==> src/rtl/fetch_queue.sv <==
// Instruction-fetch stage: issues one outstanding read per predicted PC and
// buffers returned instructions, with their prediction metadata, in order for ID.
module fetch_queue #(
    parameter int ADDR_WIDTH = 32,
    parameter int INST_WIDTH = 32,
    parameter int GHR_WIDTH  = 8,
    parameter int DEPTH      = 4
) (
    input  logic                      clk,
    input  logic                      rst,
    input  logic                      flush,
    input  logic                      pc_valid,
    output logic                      pc_ready,
    input  logic [ADDR_WIDTH-1:0]     pc_in,
    input  logic                      pred_taken_in,
    input  logic [GHR_WIDTH-1:0]      pht_index_in,
    output logic                      mem_req,
    input  logic                      mem_ready,
    output logic [ADDR_WIDTH-1:0]     mem_addr,
    input  logic                      mem_rvalid,
    input  logic [INST_WIDTH-1:0]     mem_rdata,
    output logic                      inst_valid,
    input  logic                      inst_ready,
    output logic [INST_WIDTH-1:0]     inst_out,
    output logic [ADDR_WIDTH-1:0]     inst_pc_out,
    output logic                      inst_taken_out,
    output logic [GHR_WIDTH-1:0]      inst_pht_index_out,
    output logic [1:0]                state_dbg,
    output logic [$clog2(DEPTH):0]    count_dbg
);
    localparam int PTR_W = $clog2(DEPTH);
    localparam int CNT_W = PTR_W + 1;
    localparam logic [CNT_W-1:0] FULL = CNT_W'(DEPTH);

    typedef enum logic [1:0] {IDLE = 2'd0, WAIT = 2'd1, DISCARD = 2'd2} state_t;

    state_t             state, state_nxt;
    logic [PTR_W-1:0]   head, tail;
    logic [CNT_W-1:0]   count;

    logic [ADDR_WIDTH-1:0] pend_pc;
    logic                  pend_taken;
    logic [GHR_WIDTH-1:0]  pend_pht;

    logic [INST_WIDTH-1:0] q_inst  [DEPTH];
    logic [ADDR_WIDTH-1:0] q_pc    [DEPTH];
    logic                  q_taken [DEPTH];
    logic [GHR_WIDTH-1:0]  q_pht   [DEPTH];

    logic push, pop;

    // Handshakes: a transfer happens on a clock edge where both valid and ready
    // are high (pc_valid/pc_ready, mem_req/mem_ready, inst_valid/inst_ready);
    // mem_rvalid is a one-cycle strobe with no back-pressure.
    assign mem_req  = (state == IDLE) && pc_valid && (count < FULL) && !flush;
    assign mem_addr = pc_in;
    assign pc_ready = mem_req && mem_ready;

    assign inst_valid         = (count != '0);
    assign inst_out           = q_inst[head];
    assign inst_pc_out        = q_pc[head];
    assign inst_taken_out     = q_taken[head];
    assign inst_pht_index_out = q_pht[head];

    assign push = (state == WAIT) && mem_rvalid && !flush;
    assign pop  = inst_valid && inst_ready && !flush;

    assign state_dbg = state;
    assign count_dbg = count;

    always_comb begin
        state_nxt = state;
        case (state)
            IDLE:    if (pc_ready) state_nxt = WAIT;
            // A flushed fetch still owes us a response unless it lands this cycle.
            WAIT: begin
                if (flush)           state_nxt = mem_rvalid ? IDLE : DISCARD;
                else if (mem_rvalid) state_nxt = IDLE;
            end
            DISCARD: if (mem_rvalid) state_nxt = IDLE;
            default: state_nxt = IDLE;
        endcase
    end

    always_ff @(posedge clk) begin
        if (!rst) begin
            state      <= IDLE;
            head       <= '0;
            tail       <= '0;
            count      <= '0;
            pend_pc    <= '0;
            pend_taken <= 1'b0;
            pend_pht   <= '0;
            for (int i = 0; i < DEPTH; i++) begin
                q_inst[i]  <= '0;
                q_pc[i]    <= '0;
                q_taken[i] <= 1'b0;
                q_pht[i]   <= '0;
            end
        end else begin
            state <= state_nxt;
            if (pc_ready) begin
                pend_pc    <= pc_in;
                pend_taken <= pred_taken_in;
                pend_pht   <= pht_index_in;
            end
            if (flush) begin
                head  <= '0;
                tail  <= '0;
                count <= '0;
            end else begin
                if (push) begin
                    q_inst[tail]  <= mem_rdata;
                    q_pc[tail]    <= pend_pc;
                    q_taken[tail] <= pend_taken;
                    q_pht[tail]   <= pend_pht;
                    tail          <= tail + 1'b1;
                end
                if (pop) head <= head + 1'b1;
                case ({push, pop})
                    2'b10:   count <= count + 1'b1;
                    2'b01:   count <= count - 1'b1;
                    default: count <= count;
                endcase
            end
        end
    end
endmodule

==> config.mk <==
export PLATFORM = sky130hd
export DESIGN_NAME = fetch_queue
export DESIGN_NICKNAME = d
export VERILOG_FILES = /design/src/rtl/fetch_queue.sv
export SDC_FILE = /design/constraint.sdc
export NUM_CORES = 1
export LEC_CHECK = 0
export CORE_ASPECT_RATIO = 1.1
export CORE_MARGIN = 4
export CORE_UTILIZATION = 50
export DETAILED_ROUTE_END_ITERATION = 8
export PLACE_DENSITY = 0.8
export SETUP_SLACK_MARGIN = 0.02
export SKIP_LAST_GASP = 1
export SLEW_MARGIN = 20
export SYNTH_ARGS = -nofsm -noshare
export SYNTH_HDL_FRONTEND = slang
export SYNTH_SLANG_ARGS = --single-unit
==> constraint.sdc <==
create_clock -name clk -period 11.2 [get_ports clk]
set_clock_uncertainty 0.2 [all_clocks]
set_input_delay 1.68 -clock clk [delete_from_list [all_inputs] [get_ports clk]]
set_output_delay 1.68 -clock clk [all_outputs]
set_load 0.1 [all_outputs]
# Word level (Yosys, flattened, before mapping)
# Memories as Yosys holds them, arrays and structs flattened. A register that Yosys moved wholly into a read port is not among the register bits.
# Index checks and enable logic that the tools add are counted.
[classes] add_sub_neg=4 reduce_logical=17 eq_ne=5 n_mux=31 order_cmp=1 bitwise=1
[op_table] op="$mux 32" count=2
[op_table] op="$reduce_or 32->1" count=2
[op_table] op="$mux 2" count=16
[op_table] op="$mux 1" count=10
[op_table] op="$logic_and 1x1->1" count=8
[op_table] op="$mux 8" count=1
[op_table] op="$reduce_or 8->1" count=1
[op_table] op="$pmux 2 s3" count=1
[op_table] op="$pmux 3 s2" count=1
[op_table] op="$add 2x1->2 const B" count=2
[op_table] op="$eq 2x1->1 const B" count=2
[op_table] op="$eq 2x2->1 const B" count=2
[op_table] op="$add 3x1->3 const B" count=1
[op_table] op="$lt 3x3->1 const B" count=1
[op_table] op="$reduce_bool 3->1" count=1
[op_table] op="$sub 3x1->3 const B" count=1
[op_table] op="$logic_not 2->1" count=1
[op_table] op="$ne 2x2->1 const B" count=1
[op_table] op="$reduce_bool 2->1" count=1
[op_table] op="$reduce_or 2->1" count=1
[op_table] op="$logic_not 1->1" count=1
[op_table] op="$not 1->1" count=1
[op_table] op="$reduce_or 1->1" count=1
[word_totals] memories=4 out_inout_bits=113 ram_bits=292 register_bits=50 inputBits=80
[memory_table] memory="q_inst" depth=4 width=32 read_ports=1 rd_ports_with_merged_regs=1 wr=4 line="45" text="logic [INST_WIDTH-1:0] q_inst [DEPTH];"
[memory_table] memory="q_pc" depth=4 width=32 read_ports=1 rd_ports_with_merged_regs=1 wr=4 line="46" text="logic [ADDR_WIDTH-1:0] q_pc [DEPTH];"
[memory_table] memory="q_pht" depth=4 width=8 read_ports=1 rd_ports_with_merged_regs=1 wr=4 line="48" text="logic [GHR_WIDTH-1:0] q_pht [DEPTH];"
[memory_table] memory="q_taken" depth=4 width=1 read_ports=1 rd_ports_with_merged_regs=1 wr=4 line="47" text="logic q_taken [DEPTH];"

# Logic depth before layout (Yosys ltp)
[depth] ltp_word=9 depth_mapped=9 ltp_nobuf=8

# Worst setup path before layout
# Ideal clock, no wire load.
[synth_timing] kind="input to register" start="in mem_rvalid" end="mem q_inst[3][0], enable pin" setup_time_ps=605 path_slack_ps=3356 stages=2 required_time_ps=10395 arrival_time_ps=7039 cell_sequence="nand4b_2 -> o21ai_0"
[synth_rtl] item="start: declaration" line="20" text="input logic mem_rvalid,"
[synth_rtl] item="end: declaration" line="45"

# Final worst setup path
[layout_timing] start="in flush" end="out pc_ready"
[layout_via] elab_chain_cells=3
[layout_lines] item="start: declaration" line="11" text="input logic flush,"
[layout_lines] item="$logic_not 1->1" line="55" text="assign mem_req = (state == IDLE) && pc_valid && (count < FULL) && !flush;"
[layout_lines] item="$logic_and 1x1->1" line="55"
[layout_lines] item="$logic_and 1x1->1" line="57" text="assign pc_ready = mem_req && mem_ready;"
[layout_lines] item="end: declaration" line="13" text="output logic pc_ready,"
# Every way passes these cells.

==> impl_metrics.csv <==
group,metric,value,unit
global_routing,antenna_found_initial,2,
critical_path,reg2reg_depth,5,
pwr,vdd_drop_max,99.4,µV
yosys,synth_edf_count,289,
cts,cts_inserted_buffers,35,
layout,final_core_util,61.3,%
timing,timing.fmax,154,MHz
die,die_area,32800,µm²
pwr,p_leak,6.69,nW
global_routing,grt_max_degree,79,
placement,finalWeightedCongestion,0.741,
critical_path,critPathLaunchType,"primary input",
cts,cts_hold_buf,0,
yosys,yosys_warnings,0,
global_routing,grt.overflow.total,0,
drt,viasPerCell,5.49,
layout,drive_above_1_share,12.9,%
pwr,p_int,2.25,mW
drt,ant_nets,0,
drt,drc,0,
drt,wl_per_cell,20.9,µm
yosys,async_flop_share,0,%
cts,cts_tree,"done",
die,rows,66,
die,dieHeight,189,µm
worst_hold_path,hp-class,"reg2reg",
cts,clk_latency,0.49,ns
global_routing,grt_first_pass_wirelength,50700,µm
timing,finalHoldViolCount,0,
yosys,synth_area,15000,µm²
timing,rsz0062_at_grt,"no",
placement,dp_slack,4.67,ns
yosys,ys_ff_latch,344,
timing,slew_headroom,28.0,%
die,core_area,29600,µm²
layout,nNetsFinal,1216,
pwr,combinationalPowerShare,9.0,%
layout,area_delta_synth_final,21.1,%
drt,routed_wl,32000,µm
yosys,yosysUniqueCellTypes,33,
cts,postCtsSetupBuffers,0,
die,ios,193,
timing,setup_ws,4.70,ns
worst_hold_path,whs_path_depth,2,
timing,max_slew.worst_pin.slew,1.08,ns
drt,firstDrtPassIters,5,
yosys,synthCells,994,
cts,clock-sinks,344,
cts,path_clk_slew,0.06,ns
yosys,avgSynthCellArea,15.1,µm²
drt,drtIter0Drc,672,
critical_path,cp_data_required_time,9.32,ns
cts,cts-root-buf,"clkbuf_16",
pwr,p_switching,0.665,mW
yosys,ys.flop_type,"edfxtp_1",
critical_path,cp_max_fo,43,
global_routing,grt_pass1_vias,9158,
cts,cts_max_path_buffers,3,
cts,cts_resized,0,
cts,h-tree-depth,2,
timing,final.setup.tns,0,ns
pwr,p_clk_share,41.6,%
outcome,status,"finished clean",
timing,period_minus_slack,6.50,ns
timing,period_share,58.0,%
die,fp.dieW,173,µm
pwr,p_total,2.91,mW
placement,dpl.hpwl,17200,µm
yosys,synth.yosys.seq_area_share,65.3,%
die,start_util,50.6,%
critical_path,critPathKind,"in2out",
drt,vias,8426,
yosys,syn_nets,1076,
critical_path,cp.arrival,4.62,ns
global_routing,grt_usage,19.6,%
timing,drv_slew,0,
flow_run,drv_cap,0,
placement,portBuffers,192,
timing,setup_viol,0,
pwr,pwr_density_cell,161,nW/µm²
placement,placedCellCount,1471,
pwr,sw_frac_of_total,22.8,%
critical_path,end_kind,"output port",
pwr,p_seq_share,49.4,%
layout,fin_cells,1535,
## metrics by stage
stage / hold slack (ns) / cell area, µm²
4_1_cts: 0.272 / 18100
5_1_grt: 0.304 / 18100
2_1_floorplan: 0.244 / 15000
3_5_place_dp: 0.259 / 16900
6_report: 0.268 / 18100
3_3_place_gp: 0.254 / 16900
## cells in the final DEF (no fill, tap or decap), drive strengths merged, types with 2 or more instances in the layout
cell type / netlist / final
nand3b: 5 / 5
clkinvlp: 0 / 2
inv: 6 / 6
diode: 0 / 2
or3: 3 / 3
xor2: 4 / 4
nor3: 2 / 2
nor2: 7 / 7
nor4: 2 / 2
a21oi: 5 / 5
clkbuf: 55 / 49
clkdlybuf4s50: 0 / 191
edfxtp: 289 / 289
mux2i: 44 / 44
o21ai: 5 / 5
bufinv: 0 / 6
and3: 74 / 74
buf: 48 / 15
clkinv: 0 / 5
nand2: 88 / 88
dfxtp: 55 / 55
mux4: 73 / 73
nand2b: 4 / 4
and2: 217 / 217
## cells in the mapped netlist, drive strengths merged, types with 2 or more instances
library cell | n | area [µm²]
edfxtp | 289 | 8680
nand3b | 5 | 41.3
clkbuf | 55 | 233
o21ai | 5 | 25.0
dfxtp | 55 | 1100
nand2 | 88 | 330
inv | 6 | 22.5
and2 | 217 | 1360
nor4 | 2 | 27.5
nor3 | 2 | 21.3
nor2 | 7 | 26.3
mux4 | 73 | 1640
or3 | 3 | 18.8
nand2b | 4 | 25.0
and3 | 74 | 463
a21oi | 5 | 25.0
mux2i | 44 | 440
xor2 | 4 | 35.0
buf | 48 | 350
## critical path, cell delays in order
cell and delay [ns]:
clkdlybuf4s50_1 0.51, nor4_1 0.25, and3_2 0.22, buf_4 0.65, clkdlybuf4s50_1 1.28
## metal layers
layer	GRT usage (%)	vias up	part of all wire, %	wire, µm
met1	25.6	4214	41	13300
met5	0	-	0	0
met3	3.08	49	5.7	1840
met4	6.14	0	2.4	783
met2	34.1	281	50	16100
li1	-	3882	-	-
## power by group through the flow
stage / clock network [mW] / registers, mW / logic (mW)
floorplan: 0 / 1.47 / 0.184
global placement: 0 / 1.46 / 0.264
detailed placement: 0 / 1.47 / 0.265
CTS: 1.23 / 1.44 / 0.266
global route: 1.29 / 1.44 / 0.274
finish: 1.21 / 1.44 / 0.264
## cell families (layout without fill, tap and decap cells)
logic type / count (synthesis) / count (layout) / share of synthesized area (%)
flops: 344 / 344 / 65.3
simple gates: 407 / 407 / 15.8
compound gates: 11 / 11 / 0.401
mux: 117 / 117 / 13.9
xor+xnor: 4 / 4 / 0.234
buf+inv: 109 / 274 / 4.05
fa+ha+maj: 2 / 2 / 0.217
other cells: 0 / 2 / 0
## flip-flops by register name (all words and copies together), names as in the netlist, named ones only
name        cells
q_pc          128
state_dbg       2
pend_pc        32
pend_taken      1
tail            2
pend_pht        8
q_inst        128
q_taken         4
count_dbg       3
q_pht          32
head            2
## cell type report
cell class              count  area, µm²
diodes                      2       5.00
clock buffers              49        981
clock inverters            13        220
fillers                  2223      11400
inverters                   6       22.5
multi-input cells         541       4620
flip-flops and latches    344       9790
well taps                 374        468
repair buffers            206       2030
## final timing paths
| check | from | to | slack, ns |
|---|---|---|---|
| max | flush | pc_ready | 4.70 |
| min | q_taken[0] | q_taken[0] | 0.27 |
| min reg2reg | q_taken[0] | q_taken[0] | 0.27 |
| max reg2reg | state_dbg[0] | q_pc[1][5] | 7.67 |
Note: power is estimated with default switching activity, not from simulation.
